==> src/rtl/uart_pkg.sv <==
// rtl/uart_pkg.sv - shared UART types and constants: FSM states, line levels, baud divisor
package uart_pkg;

  typedef enum logic [2:0] {
    S_IDLE,
    S_START,
    S_DATA,
    S_PARITY,
    S_STOP
  } uart_state_e;

  localparam logic UART_STOP_BIT  = 1'b1;
  localparam logic UART_START_BIT = 1'b0;

  function automatic int uart_div(input int clk_freq, input int baud);
    return clk_freq / baud;
  endfunction

endpackage

==> src/rtl/uart_tx_fifo.sv <==
// rtl/uart_tx_fifo.sv - DEPTH x 8 byte queue, wrap-bit pointers, push accepted when full if popped same cycle
module uart_tx_fifo #(
  parameter int DEPTH = 4
) (
  input  logic       clk,
  input  logic       resetq,
  input  logic       push,
  input  logic       pop,
  input  logic [7:0] din,
  output logic [7:0] dout,
  output logic       full,
  output logic       empty
);

  localparam int AW = $clog2(DEPTH);

  logic [AW:0] wr_ptr_q, rd_ptr_q;
  logic [7:0]  mem_q [DEPTH];
  logic        push_ok, pop_ok;

  assign empty   = (wr_ptr_q == rd_ptr_q);
  assign full    = (wr_ptr_q[AW] != rd_ptr_q[AW]) && (wr_ptr_q[AW-1:0] == rd_ptr_q[AW-1:0]);
  assign pop_ok  = pop & ~empty;
  assign push_ok = push & (~full | pop_ok);
  assign dout    = mem_q[rd_ptr_q[AW-1:0]];

  always_ff @(posedge clk or negedge resetq) begin
    if (!resetq) begin
      wr_ptr_q <= '0;
      rd_ptr_q <= '0;
    end else begin
      if (push_ok) wr_ptr_q <= wr_ptr_q + 1'b1;
      if (pop_ok)  rd_ptr_q <= rd_ptr_q + 1'b1;
    end
  end

  // When full with a simultaneous pop, the head is read before this write lands on its slot.
  always_ff @(posedge clk) begin
    if (push_ok) mem_q[wr_ptr_q[AW-1:0]] <= din;
  end

endmodule

==> src/rtl/uart_tx_serializer.sv <==
// rtl/uart_tx_serializer.sv - buffered 8N1 UART transmitter; UART_TX_PARITY_EN adds an even-parity bit (8E1)
module uart_tx_serializer
  import uart_pkg::*;
#(
  parameter int CLK_FREQ   = 12000000,
  parameter int BAUD       = 115200,
  parameter int FIFO_DEPTH = 4
) (
  input  logic       clk,
  input  logic       resetq,
  input  logic       wr,
  input  logic [7:0] tx_data,
  output logic       full,
  output logic       busy,
  output logic       ovf,
  output logic       o_serial_data
);

  localparam int DIV = uart_div(CLK_FREQ, BAUD);
  localparam int CW  = $clog2(DIV);
  localparam logic [CW-1:0] BAUD_LAST = CW'(DIV - 1);

  uart_state_e   state_q, state_d;
  logic [CW-1:0] baud_q, baud_d;
  logic [2:0]    bit_q, bit_d;
  logic [7:0]    sr_q, sr_d;
  logic          line_q, line_d;
  logic          busy_q, busy_d;
  logic          ovf_q, ovf_d;
  logic          pop, load, bit_done;
  logic          fifo_empty;
  logic [7:0]    fifo_dout;
`ifdef UART_TX_PARITY_EN
  logic          par_q, par_d;
`endif

  uart_tx_fifo #(.DEPTH(FIFO_DEPTH)) u_fifo (
    .clk    (clk),
    .resetq (resetq),
    .push   (wr),
    .pop    (pop),
    .din    (tx_data),
    .dout   (fifo_dout),
    .full   (full),
    .empty  (fifo_empty)
  );

  assign bit_done = (baud_q == '0);

  always_comb begin
    state_d = state_q;
    baud_d  = baud_q;
    bit_d   = bit_q;
    sr_d    = sr_q;
    line_d  = UART_STOP_BIT;
    load    = 1'b0;
    pop     = 1'b0;
    if (!bit_done) baud_d = baud_q - 1'b1;
    case (state_q)
      S_IDLE: load = ~fifo_empty;
      S_START: begin
        line_d = UART_START_BIT;
        if (bit_done) begin
          baud_d  = BAUD_LAST;
          state_d = S_DATA;
        end
      end
      S_DATA: begin
        line_d = sr_q[0];
        if (bit_done) begin
          baud_d = BAUD_LAST;
          sr_d   = {1'b0, sr_q[7:1]};
          bit_d  = bit_q + 3'd1;
`ifdef UART_TX_PARITY_EN
          if (bit_q == 3'd7) state_d = S_PARITY;
`else
          if (bit_q == 3'd7) state_d = S_STOP;
`endif
        end
      end
`ifdef UART_TX_PARITY_EN
      S_PARITY: begin
        line_d = par_q;
        if (bit_done) begin
          baud_d  = BAUD_LAST;
          state_d = S_STOP;
        end
      end
`endif
      S_STOP: begin
        // Last stop clock chains straight into the next queued frame.
        if (bit_done) begin
          load    = ~fifo_empty;
          state_d = S_IDLE;
        end
      end
      default: state_d = S_IDLE;
    endcase
    if (load) begin
      pop     = 1'b1;
      sr_d    = fifo_dout;
      baud_d  = BAUD_LAST;
      bit_d   = '0;
      state_d = S_START;
    end
  end

  assign busy_d = wr | ~fifo_empty | (state_d != S_IDLE);
  assign ovf_d  = ovf_q | (wr & full & ~pop);
`ifdef UART_TX_PARITY_EN
  assign par_d  = load ? ^fifo_dout : par_q;
`endif

  always_ff @(posedge clk or negedge resetq) begin
    if (!resetq) begin
      state_q <= S_IDLE;
      baud_q  <= '0;
      bit_q   <= '0;
      sr_q    <= '0;
      line_q  <= UART_STOP_BIT;
      busy_q  <= 1'b0;
      ovf_q   <= 1'b0;
`ifdef UART_TX_PARITY_EN
      par_q   <= 1'b0;
`endif
    end else begin
      state_q <= state_d;
      baud_q  <= baud_d;
      bit_q   <= bit_d;
      sr_q    <= sr_d;
      line_q  <= line_d;
      busy_q  <= busy_d;
      ovf_q   <= ovf_d;
`ifdef UART_TX_PARITY_EN
      par_q   <= par_d;
`endif
    end
  end

  assign o_serial_data = line_q;
  assign busy          = busy_q;
  assign ovf           = ovf_q;

endmodule

==> config.mk <==
export PLATFORM = sky130hd
export DESIGN_NAME = uart_tx_serializer
export DESIGN_NICKNAME = d
export VERILOG_FILES = /design/src/rtl/uart_pkg.sv /design/src/rtl/uart_tx_fifo.sv /design/src/rtl/uart_tx_serializer.sv
export SDC_FILE = /design/constraint.sdc
export NUM_CORES = 1
export LEC_CHECK = 0
export CORE_MARGIN = 3
export CORE_UTILIZATION = 45
export CTS_BUF_LIST = sky130_fd_sc_hd__clkbuf_8
export CTS_CLUSTER_SIZE = 8
export DETAILED_ROUTE_END_ITERATION = 8
export PLACE_DENSITY_LB_ADDON = 0.15
export SYNTH_ARGS = -nofsm -noshare
export SYNTH_HDL_FRONTEND = slang
export SYNTH_SLANG_ARGS = --single-unit
==> constraint.sdc <==
create_clock -name clk -period 3.7 [get_ports clk]
set_clock_uncertainty 0.2 [all_clocks]
set_input_delay 0.555 -clock clk [delete_from_list [all_inputs] [get_ports clk]]
set_output_delay 0.555 -clock clk [all_outputs]
set_load 0.05 [all_outputs]
### After elaboration in Yosys (flattened, before gate mapping)

Memory sizes are Yosys's and may differ from the RTL's.
Cells that the tools add are included.

* bits in registers: 30
* memory bits (writable): 32
* output and inout bits: 4
* logic and storage cells: 62
* memories: 1

* add/subtract/negate cells: 4
* equality and inequality tests: 7
* multiplexer cells: 22
* bitwise gates (word level): 11
* reductions and logical operators: 8

Memories
* u_fifo.mem_q: depth 4, bits a word 8, read ports 1, clocked after memory_dff 0, write ports 1, line uart_tx_fifo.sv:18 `logic [7:0] mem_q [DEPTH];`

Operators with widths (count)
* 2-to-1 mux 7 bit: 4
* 2-to-1 mux 3 bit: 8
* 2-to-1 mux 8 bit: 3
* one-hot mux 3 bit (4 select lines): 1
* adder 3 x 1 -> 3 bit (second input constant): 3
* logical NOT 7 bit: 1
* subtractor 7 x 1 -> 7 bit (second input constant): 1
* equality test 3 bit (second input constant): 2
* AND 1 bit: 4
* 2-to-1 mux 1 bit: 4
* OR 1 bit: 4
* one-hot mux 1 bit (2 select lines): 2
* nonzero test 2 bit: 2
* equality test 3 x 1 -> 1 bit (second input constant): 1
* equality test 3 x 2 -> 1 bit (second input constant): 1
* equality test 3 bit: 1
* logical NOT 3 bit: 1
* inverter 1 bit: 3
* nonzero test 3 bit: 1
* equality test 2 bit: 1
* AND reduction 2 bit: 1
* OR reduction 2 bit: 1
* logical AND 1 bit: 1
* != test 1 bit: 1

### Depth between registers and ports, before layout

Gate-level depths: netlist of run 1.

* depth in word-level cells: 10
* mapped depth: 8

### Hierarchy

From an unflattened synthesis of run 1, not the netlist that was laid out.

* cells, all modules: 193
* area, all modules: 2846.5 sq um

Modules (own cells, without submodules)
* uart_tx_fifo: instances 1, cells an instance 88, area an instance 1617.8 sq um, seq. area each 1111.1 sq um
* uart_tx_serializer: instances 1, cells an instance 105, area an instance 1228.7 sq um, seq. area each 601.8 sq um

### Least setup slack after synthesis of run 1

Ideal clock, no wire load.

* path type: flip-flop to flip-flop
* start point: reg baud_q[0]
* end point: reg sr_q[1]
* data arrival time: 2.302 ns
* required time: 3.375 ns
* path slack: 1.073 ns
* stages on the path, launching flop included: 8
* buffers on the path: 1
* cell sequence: dfrtp_1 > inv_1 > ha_1 > or4b_4 > or4_4 > buf_6 > mux2_4 > mux2_2

* word-level cells in the longest chain between the ends: 5

Ends and longest elaborated chain
* start, declared: line uart_tx_serializer.sv:24 `logic [CW-1:0] baud_q, baud_d;`
* start signal, assigned: line uart_tx_serializer.sv:128 `baud_q <= baud_d;`
* logical NOT 7 bit *: line uart_tx_serializer.sv:48 `assign bit_done = (baud_q == '0);`
* 2-to-1 mux 1 bit: line uart_tx_serializer.sv:92 `if (bit_done) begin`
* one-hot mux 1 bit (2 select lines): line uart_tx_serializer.sv:59 `case (state_q)`
* nonzero test 2 bit (no line)
* AND reduction 2 bit (no line)
* end signal, assigned: line uart_tx_serializer.sv:130 `sr_q <= sr_d;`
* end, declared: line uart_tx_serializer.sv:26 `logic [7:0] sr_q, sr_d;`

Mark *: on every way between the ends. The rest lies on a longest branch, timed or not.
A chain may end at the register's enable or synchronous reset.

### Worst setup path after layout of run 1

* start point: reg u_fifo.rd_ptr_q[1]
* end point: out full

* word-level cells in the longest chain between the ends: 2

Ends and longest elaborated chain
* start, declared: line uart_tx_fifo.sv:17 `logic [AW:0] wr_ptr_q, rd_ptr_q;`
* start signal, assigned: line uart_tx_fifo.sv:33 `if (pop_ok) rd_ptr_q <= rd_ptr_q + 1'b1;`
* equality test 2 bit: line uart_tx_fifo.sv:22 `assign full = (wr_ptr_q[AW] != rd_ptr_q[AW]) && (wr_ptr_q[AW-1:0] == rd_ptr_q[AW-1:0]);`
* logical AND 1 bit: line uart_tx_fifo.sv:22
* end, declared: line uart_tx_serializer.sv:13 `output logic full,`

Every way passes these cells.

==> impl_results.md, run 1 <==
* Max clock buf depth at 2
* Maximum VDD drop at 0.0003527 V
* FMAX at approximately 0.33 GHz
* Syn_area_per_cell at 14.61 um2
* Worst skew pair latency at about 340 ps
* CP endpoint kind: output pin
* Endpoints failing setup at 0
* Area fraction of the dominant cell type after synthesis at 0.3480
* Synth area leaders: edfxtp_1, dfrtp_1, mux4_2
* 1st-iter DRT viols at 55
* Num CTS Buffers at 9
* Tightest Hold Check Type: reg -> reg
* WP data arrival at between 2000 and 2500 ps
* Synthesized flop and latch total at 62
* Clk sink count at between 60 and 70
* Seq/Total Area, Yosys at 0.6203
* Die Ht at about 84 um
* Net Count, Synth at 209
* Overflow after GRT at 0
* Startpoint Class: register
* Syn-to-layout area delta at 14.54%
* DIE AREA at 0.007112 mm2
* Max-cap check violation count at 0
* P_leak at 1.261 nW
* Most area-hungry cell type in the Yosys netlist: edfxtp_1
* Req. time, crit path at between 2000 and 3000 ps
* Via count at between 1.5k and 2k
* RSZ-0062 raised after global routing: false
* H-tree levels at 3
* Routed wire per std cell at about 16 um
* Post-synth EDFFs at 32
* Layout cells sized above 1 at 0.2047
* FFs w/ async S/R, synth at 0.4839
* Row count at 27
* Final Core Density at 0.5540
* Drt total wl at between 4 and 5 mm
* Initial antenna violation count at 0
* Worst-path maximum fanout at 11
* Vias in the first global route at between 1.5k and 2k
* Post-route ant nets at 0
* Primary FF master, synth: edfxtp_1
* Die width at 84.34 um
* CP Class: reg -> out
* Number of diodes at 0
* CTS-repair resized insts at 0
* Post-CTS setup buffer count at 0
* Fillers at between 400 and 500
* Run status: complete, no violations
* Final hold violations at 0
* Residual DRC count at 0
* Final Critical Period at around 3000 ps
* Initial Util at 0.4837
* Gate count after technology mapping at ~190
* Total core area at about 0.0057 mm2
* Largest net degree at the start of global routing at 31
* Cell area after layout at 0.003163 mm2
* Placed standard-cell area at 0.002982 mm2
* Pre-antenna DRT Iters at 4
* Slew HR at 0.6402
* Post-synth cell types at 44
* Cts hold-fix bufs at 0
* Most common cell after layout, fill and taps aside: edfxtp_1
* Worst-margin pin slew at 535.0 ps
* Post-DR vias/cell at ~5.4
* Final Max Slew Viols at 0
* I/O pin count at 15
* Post-DP HPWL at 3.354 mm
* Clock-pin slew on the worst setup and hold paths at 70 ps
* Clock root buffer: clkbuf_8
* I/O Buffers at 14
* PwrDens at 736.2 mW/mm2
* Most frequent cells in the layout: edfxtp_1, dfrtp_1, clkdlybuf4s50_1
* Post-Place Worst Slack at roughly 870 ps
* Gr usage total at 0.1495
* CTS tree: built
* Global-route wire length before repair at 8.073 mm
* RePlAce Congestion at between 0.8 and 0.9
* Post-route setup slack at a little under 700 ps
* Final nets at between 200 and 250
* Setup TNS at 0 ps
* Synth warn at 0
* Post-synthesis cell area at roughly 0.0028 mm2
* Fin crit share at 0.8145
-- report_power, final --
part,internal (mW),total [mW],switching [mW],leakage (nW)
sequential,0.937,1.07,0.131,0.653
clock,0.252,0.551,0.299,0.0881
combinational,0.367,0.710,0.343,0.520
total,1.56,2.33,0.773,1.26
-- cells by family after synthesis --
group | share of synthesized area
AOI/OAI and AO/OA | 0.05936
xor gates and xnor gates | 0.03489
adders and majority gates | 0.04078
buffers and inverters | 0.03081
DFF | 0.6203
muxes | 0.1305
and+or+nand+nor | 0.08337
-- stage by stage --
step,hold slack [ps],power [mW],cells
after floorplan,59.41,1.604,189
after global placement,257.8,1.775,271
after detailed placement,270.3,1.809,271
after CTS,290.4,2.360,287
after global routing,320.7,2.491,287
final,285.4,2.329,287
-- worst max-delay path: stages, from the launching register on --
cell,delay (ps)
dfrtp_1,630
xnor2_1,190
and3b_1,260
clkdlybuf4s50_1,840
-- flip-flops by register name, summed over array words and instances (netlist names) --
register and count:
u_fifo.wr_ptr_q 3, u_fifo.mem_q 32, baud_q 7, sr_q 8, bit_q 3, busy 1
u_fifo.rd_ptr_q 3, ovf 1, state_q 3, o_serial_data 1
-- worst paths after layout --
check | from | to | slack [ps] | cells past startpoint
max | u_fifo.rd_ptr_q[1] | full | 690 | 3
min | ovf | ovf | 290 | 1
max reg2reg | baud_q[0] | u_fifo.mem_q[0][7] | 860 | 6
min reg2reg | ovf | ovf | 290 | 1
max in group asynchronous | resetq | o_serial_data | 2570 | 2
min in group asynchronous | resetq | busy | 400 | 2
-- area by class of cell --
cell class | instances | area (um2) | area share
Timing Repair Buffer | 18 | 170.2 | 0.05380
Sequential cell | 62 | 1713 | 0.5415
Tap cell | 72 | 90.09 | 0.02848
Multi-Input combinational cell | 107 | 963.4 | 0.3046
Clock inverter | 7 | 57.56 | 0.01820
Inverter | 12 | 45.04 | 0.01424
Clock buffer | 9 | 123.9 | 0.03916
-- cell usage after synthesis (2+ instances only) --
master,number
a21oi_1,3
a221o_1,2
a31oi_1,3
and2_1,4
buf_2,2
clkbuf_1,4
dfrtp_1,29
edfxtp_1,32
ha_1,9
inv_1,12
mux2_2,8
mux2_4,4
mux2i_1,3
mux4_2,8
nand2_1,5
nand2b_1,4
nand3_1,3
nor2_1,11
nor2b_1,2
nor3_1,3
o211ai_1,2
o21ai_0,4
or3_1,2
xnor2_1,6
xor2_1,5
-- per-layer routing --
metal,track usage,up-vias,part of all wire
li1,-,737,-
met1,0.1947,768,0.47
met2,0.2238,31,0.48
met3,0.05201,8,0.034
met4,0.07338,0,0.018
met5,0,-,0
No activity file was read; power rests on OpenSTA's default activity.
==> run 2: changes to the inputs <==
- clock period: 3.7 -> 2.96 ns (I/O delays scaled with it)
==> run 2 against run 1 <==
Effect of this change:
- critical path depth is 4 higher
- total power is 31% higher
- die area stayed put
- via count is 0.19% lower
- sequential power is 24% higher
- clock power is 48% higher
- worst setup slack worse by 490 ps
- critical endpoint is now u_fifo.mem_q[2][7]
- highest routed layer unchanged
- largest power group unchanged
- clock-buffer cell count stayed put
==> impl_results.md, run 2 (synthesis gave the netlist of run 1 again) <==
* Run status: complete, no violations
* Max FFs per register at 32 (unchanged)
* Drt total wl at 4.512 mm (-3.5%)
* I/O pin count at 15 (unchanged)
* CP endpoint kind: register
* Post-CTS setup buffer count at 0 (unchanged)
* H-tree levels at 3 (unchanged)
* Total core area at 0.005709 mm2 (unchanged)
* Most frequent cells in the layout: edfxtp_1, dfrtp_1, clkdlybuf4s50_1
* Max clock buf depth at 2 (unchanged)
* Multi-input logic area at 964.7 um2 (+0.13%)
* Startpoint Class: register
* Reg2reg setup slack at 190 ps (-670 ps)
* Residual DRC count at 0 (unchanged)
* CTS tree: built
* Overflow after GRT at 0 (unchanged)
* Gr usage total at 0.1426 (-0.006820)
* DIE AREA at 0.007112 mm2 (unchanged)
* Worst-path maximum fanout at 8 (-3)
* Number of diodes at 0 (unchanged)
* Layout cells sized above 1 at 0.2248 (+0.02012)
* Clock-pin slew on the worst setup and hold paths at 70 ps (about the same)
* RSZ-0062 raised after global routing: false
* Final Core Density at 0.5648 (+0.01074)
* Max-cap check violation count at 0 (unchanged)
* Initial antenna violation count at 0 (unchanged)
* Largest net degree at the start of global routing at 31 (unchanged)
* P_leak at 1.297 nW (+2.9%)
* Global-route wire length before repair at 7.859 mm (-2.7%)
* FMAX at around 0.36 GHz
* Initial Util at 0.4837 (unchanged)
* I/O Buffers at 14 (unchanged)
* Worst skew pair latency at 330 ps (about the same)
* Vias in the first global route at 1641 (+0.67%)
* Num CTS Buffers at 9 (unchanged)
* Fillers at 480 (+3.2%)
* Clock root buffer: clkbuf_8
* Final Max Slew Viols at 0 (unchanged)
* Setup TNS at 0 ps (unchanged)
* RR Endpoint: u_fifo.mem_q[2][7]
* WP data arrival at 2540 ps (+280 ps)
* CP Class: reg -> reg
* Worst hold slack at 291.4 ps (+6.068 ps)
* Crit Reg-Reg Startpoint: baud_q[0]
* Min-delay src: u_fifo.wr_ptr_q[2]
* RePlAce Congestion at 0.7971 (-5.4%)
* Hold depth at 1 (unchanged)
* Clk sink count at 62 (unchanged)
* Final nets at 233 (+1.3%)
* Tightest Hold Check Type: reg -> reg
* Row count at 27 (unchanged)
* Cell area after layout at 0.003224 mm2 (+1.9%)
* R2R depth at 7 (+1)
* Final Critical Period at ~2800 ps
* Final hold violations at 0 (unchanged)
* Post-DR vias/cell at 5.314 (-1.2%)
* Via count at 1541 (-0.19%)
* Endpoint, Worst Hold: u_fifo.wr_ptr_q[2]
* Slew HR at 0.6712 (+0.03106)
* Post-route ant nets at 0 (unchanged)
* Fin crit share at 0.9347
* Worst-margin pin slew at 491.6 ps (-43.33 ps)
* Pre-antenna DRT Iters at 4 (unchanged)
* Req. time, crit path at 2730 ps (-210 ps)
* Die width at 84.34 um (unchanged)
* 1st-iter DRT viols at 53 (-3.6%)
* Endpoints failing setup at 0 (unchanged)
* Die Ht at 84.34 um (unchanged)
* FF/Latch Area at 0.001713 mm2 (unchanged)
* Overall power at 3.051 mW (+31%)
* Post-DP HPWL at 3.108 mm (-7.3%)
* Most common cell after layout, fill and taps aside: edfxtp_1
* Syn-to-layout area delta at 16.76%
* PwrDens at 946.2 mW/mm2 (+29%)
* Placed standard-cell area at 0.003002 mm2 (+0.67%)
* Routed wire per std cell at 15.56 um (-4.5%)
* Maximum VDD drop at 0.0004818 V (+37%)
run 2: cell count changes in the layout (fill, tap and decap cells not counted):
cell / before / now
buf_4: 4 / 8
bufinv_16: 0 / 2
and2_1: 4 / 3
and2_2: 0 / 1
clkdlybuf4s50_1: 14 / 13
inv_6: 2 / 1
inv_8: 1 / 0
run 2: through the flow:
| step | std cells | setup slack, ps |
|---|---|---|
| CTS | 290 | 152.6 |
| finish | 290 | 193.2 |
| detailed placement | 274 | 174.3 |
| floorplan | 189 | 332.9 |
| global route | 290 | 2.176 |
| global placement | 274 | 220.1 |
run 2: worst max path at each step:
stage,startpoint,end
2_1_floorplan,baud_q[0],sr_q[1]
3_3_place_gp,baud_q[0],u_fifo.mem_q[1][1]
3_5_place_dp,baud_q[0],u_fifo.mem_q[0][2]
4_1_cts,baud_q[0],u_fifo.mem_q[0][7]
5_1_grt,baud_q[0],u_fifo.mem_q[2][7]
6_report,baud_q[0],u_fifo.mem_q[2][7]
run 2: routing by layer:
| layer | up-vias | global-route usage | share of wire | routed length, um |
|---|---|---|---|---|
| li1 | 740 | - | - | - |
| met1 | 772 | 0.1812 | 0.46 | 2063 |
| met2 | 20 | 0.2310 | 0.49 | 2214 |
| met3 | 9 | 0.02944 | 0.028 | 128 |
| met4 | 0 | 0.07482 | 0.023 | 105 |
| met5 | - | 0 | 0 | 0 |
run 2: layout make-up:
type                    instances  share of cell area
clock inverters                 7             0.03027
flip-flops and latches         62              0.5312
inverters                      12             0.01397
well taps                      72             0.02794
clock buffers                   9             0.03842
multi-input cells             107              0.2992
repair buffers                 21             0.05898
run 2: critical path, cell delays in order, from the launching register on:
cell      delay, ps
dfrtp_1         400
inv_1            60
ha_1            210
nor4b_1         430
a31oi_1         260
a21boi_0        260
buf_4           170
and2_1          420
run 2: power breakdown:
part           leakage [nW]  internal, mW  total, mW  switching (mW)
clock                 0.106         0.476      0.817           0.341
sequential            0.653          1.17       1.33           0.163
combinational         0.538         0.463      0.899           0.436
run 2: what timing repair did:
action                     CTS  global route
setup endpoints to repair    0             1
hold buffers                 0             0
resized for setup            0             1
==> patch 1, RTL diff (flow settings as in run 2) <==
The parameter `FIFO_DEPTH` goes from 4 to 16.
--- a/src/rtl/uart_tx_serializer.sv
+++ b/src/rtl/uart_tx_serializer.sv
@@ -4,7 +4,7 @@
 #(
   parameter int CLK_FREQ   = 12000000,
   parameter int BAUD       = 115200,
-  parameter int FIFO_DEPTH = 4
+  parameter int FIFO_DEPTH = 16
 ) (
   input  logic       clk,
   input  logic       resetq,
Check against the original RTL: not equivalent (a bounded check fails within 10 cycles, from zero or initial values and one cycle with resetq low).
==> patch 1 against run 2 <==
Maximum frequency increased by 2.8%; sequential power up 130%; sequential cell count is 100 higher; final area is 130% higher; via count increased by 120%; routed wire length rose to 2.8 times the old value; setup slack improved by 76 ps; area after synthesis grew 140%; total power increased by 110%; critical endpoint is now u_fifo.mem_q[2][5]; die area rose by 130%; highest routed layer unchanged.
==> patch 1: results (changes against run 2) <==
[synthesis]
seq_area_frac_synth_pct = 70.5  ; +8.5 points
synth_area_leaders = edfxtp_1 (58%), dfrtp_1 (12%), mux4_2 (10%)
ys.flop_type = edfxtp_1
syn_avg_cell_area_um2 = 17.1  ; +17%
synthArstFlopShare_pct = 21.0  ; -27 points
synth_commonest_cells = edfxtp_1 (128), dfrtp_1 (33), nor2_1 (33)
syn_nets = 409  ; +96%
synth_edf_count = 128  ; +300%

[clock_tree]
htree_num_levels = 4  ; +1
cts_resized = 0  ; unchanged
clk_latency_ps = 450  ; +120 ps
cts_buffer_depth = 2  ; unchanged
ctsHoldBuffers = 1  ; +1
path_clk_slew_ps = 90  ; +20 ps
cts_inserted_buffers = 17  ; +8

[outcome]
status = finished, final reports clean

[sta]
finalCritPeriodShare_pct = 90.9  ; -2.6 points
worstMarginPinSlew_ps = 750  ; +258 ps

[setup_path]
crit_arrival_ps = 2650  ; +110 ps
cp-endpoint = u_fifo.mem_q[2][5]
r2r_cells = 8  ; +1
regToRegSetupSlack_ps = 270  ; +80 ps
path_class = reg -> reg
crit_path_start = baud_q[0]

[placement]
port_buffers = 14  ; unchanged
hpwl_mm = 8.33  ; +170%
gp_congestion = 0.845  ; +6.0%
place_inst = 587  ; +110%
dpl_cell_area_um2 = 7130  ; +140%
dp_slack_ps = 279  ; +105 ps

[cells_and_area]
design_area_um2 = 7520  ; +130%
drive_gt1_share_pct = 22.7  ; +0.25 points
largest_reg_flops = 128  ; +300%
nets = 447  ; +92%
nFillCells = 1158  ; +140%

[detailed_routing]
vias = 3364  ; +120%
drt_iter0_markers = 238  ; +350%
drtAntennaViolNets = 0  ; unchanged
finalWirelength_mm = 12.6  ; +180%
vias_per_cell = 5.43  ; +2.1%

[grt]
grt_pass1_wl_mm = 20.4  ; +160%
grt_pass1_vias = 3516  ; +110%
grt_usage_pct = 17.1  ; +2.8 points
grt_max_degree = 35  ; +13%

[power]
p_leak_nw = 2.66  ; +110%
ir_drop_uv = 398  ; -17%

[hold_path]
hold_path_class = reg -> reg

[patch 1: cell type report]
class,instances,share of cell area [%]
Sequential cell,162,62.5
Multi-Input combinational cell,203,24.7
Timing Repair Buffer,37,4.43
Clock buffer,17,3.11
Tap cell,180,3.00
Clock inverter,15,1.95
Inverter,6,0.300
[patch 1: where the power goes]
| part | total (mW) | internal (mW) | switching, mW |
|---|---|---|---|
| sequential | 3.11 | 2.81 | 0.303 |
| combinational | 1.66 | 0.815 | 0.850 |
| clock | 1.54 | 0.687 | 0.855 |
[patch 1: worst max-delay path: stages (launching register included)]
cell and delay, ps:
dfrtp_1 400, inv_1 70, ha_1 190, or3b_4 420, o41ai_4 270, a211o_2 260, nand3_1 190, nor3_1 190
buf_4 210
[patch 1: worst min path at each step]
stage                       from   endpoint  slack [ps]  cells after the start
final                        ovf        ovf         270                      1
after detailed placement     ovf        ovf         250                      1
after CTS                    ovf        ovf         270                      1
after floorplan           resetq  baud_q[0]         -50                      0
after global placement       ovf        ovf         240                      1
after global routing         ovf        ovf         300                      1
[patch 1: per-layer routing]
metal / routed length [µm] / GRT usage [%] / part of all wire, % / vias up
li1: - / - / - / 1580
met1: 5510 / 23.8 / 44 / 1710
met2: 6380 / 26.5 / 50 / 64
met3: 605 / 4.39 / 4.8 / 10
met4: 135 / 5.87 / 1.1 / 0
met5: 0 / 0 / 0 / -
[patch 1: cells by family after synthesis]
| kind of cell | synth area share, % |
|---|---|
| AOI/OAI and AO/OA | 4.79 |
| xor gates and xnor gates | 2.50 |
| adders and majority gates | 1.69 |
| buffers and inverters | 1.54 |
| DFF | 70.5 |
| muxes | 12.8 |
| and+or+nand+nor | 6.14 |
==> patch 2, RTL diff (settings of run 2) <==
Without the edit above. The 5 states of `uart_state_e` get a one-hot encoding in 5 bits.
--- a/src/rtl/uart_pkg.sv
+++ b/src/rtl/uart_pkg.sv
@@ -1,12 +1,12 @@
 // rtl/uart_pkg.sv - shared UART types and constants: FSM states, line levels, baud divisor
 package uart_pkg;
 
-  typedef enum logic [2:0] {
-    S_IDLE,
-    S_START,
-    S_DATA,
-    S_PARITY,
-    S_STOP
+  typedef enum logic [4:0] {
+    S_IDLE   = 5'b00001,
+    S_START  = 5'b00010,
+    S_DATA   = 5'b00100,
+    S_PARITY = 5'b01000,
+    S_STOP   = 5'b10000
   } uart_state_e;
 
   localparam logic UART_STOP_BIT  = 1'b1;
Formal check against the unedited RTL: same outputs for any inputs over 10 cycles, from zero or initial values and one cycle with resetq low; not proved beyond that.
==> patch 2 against run 2 <==
Setup slack gained 250 ps; total power grew 6.7%; area after synthesis grew 4.4%; global-route usage grew 1.5 points; final area grew 3.4%; critical path depth shrank 1; critical path type unchanged; routed wire length grew 11%; sequential cell count grew 2.
==> patch 2: results (changes against run 2) <==
[synthesis]
synthAdderAreaFrac_pct = 3.90  ; -0.17 points
synth.area.mux_share_pct = 10.4  ; -2.7 points
synth_cell_types = 46  ; +4.5%
synthArstFlopShare_pct = 50.0  ; +1.6 points
syn_nets = 227  ; +8.6%
seq_area_frac_synth_pct = 61.2  ; -0.86 points

[grt]
grt_usage_pct = 15.7  ; +1.5 points
grt_pass1_vias = 1784  ; +8.7%

[cells_and_area]
nFillCells = 509  ; +6.0%
nets = 253  ; +8.6%
drive_gt1_share_pct = 18.9  ; -3.6 points

[placement]
dpl_cell_area_um2 = 3140  ; +4.5%
hpwl_mm = 3.74  ; +20%
gp_congestion = 0.776  ; -2.6%

[power]
p_leak_nw = 1.32  ; +1.5%
ir_drop_uv = 579  ; +20%

[setup_path]
regToRegSetupSlack_ps = 440  ; +250 ps
crit_path_start = baud_q[1]
cp-endpoint = u_fifo.mem_q[1][7]
crit_arrival_ps = 2320  ; -220 ps

[hold_path]
min-delay-start = ovf
hold_end = ovf

[outcome]
status = finished, final reports clean

[detailed_routing]
finalWirelength_mm = 5.01  ; +11%

[sta]
worstMarginPinSlew_ps = 489  ; -2.41 ps

[patch 2: kinds of logic (layout without fill, tap and decap cells)]
logic type,after synthesis,count (layout)
other cells,1,1
flops,64,64
buf+inv,17,48
compound gates,29,29
xor+xnor,13,13
fa+ha+maj,9,9
simple gates,55,55
mux,19,19
[patch 2: layer usage]
metal  global-route usage (%)  wire length [µm]  part of all wire [%]
met5                        0                 0                     0
met4                     8.49               104                   2.1
met3                     3.84               147                   2.9
met2                     25.2              2540                    51
met1                     19.6              2220                    44
[patch 2: worst max-delay path, cell delays in order (launching register included)]
cell and delay (ps):
dfrtp_1 410, inv_1 80, ha_1 170, nor3b_4 250, a32oi_1 210, o22ai_1 420, and2_1 440
[patch 2: area by class of cell]
class / instances / area share [%]
Sequential cell: 64 / 52.9
Multi-Input combinational cell: 126 / 31.3
Timing Repair Buffer: 22 / 5.93
Clock buffer: 9 / 3.71
Tap cell: 75 / 2.81
Clock inverter: 7 / 2.18
Inverter: 10 / 1.13
[patch 2: through the flow]
| stage | instances | util (%) | hold slack (ps) | power [mW] | worst slack [ps] |
|---|---|---|---|---|---|
| after floorplan | 207 | - | -51.6 | 2.24 | 441 |
| after global placement | 297 | 51.8 | 264 | 2.50 | 530 |
| after detailed placement | 297 | 51.8 | 271 | 2.56 | 417 |
| after CTS | 313 | 55.0 | 290 | 3.30 | 406 |
| after global routing | 313 | 55.0 | 307 | 3.48 | 198 |
| final | 313 | 55.0 | 286 | 3.25 | 443 |
[patch 2: where the power goes]
part / switching (mW) / internal (mW) / leakage (nW)
Clock: 0.344 / 0.388 / 0.0952
Sequential: 0.192 / 1.24 / 0.675
Combinational: 0.587 / 0.505 / 0.546
Total: 1.12 / 2.13 / 1.32
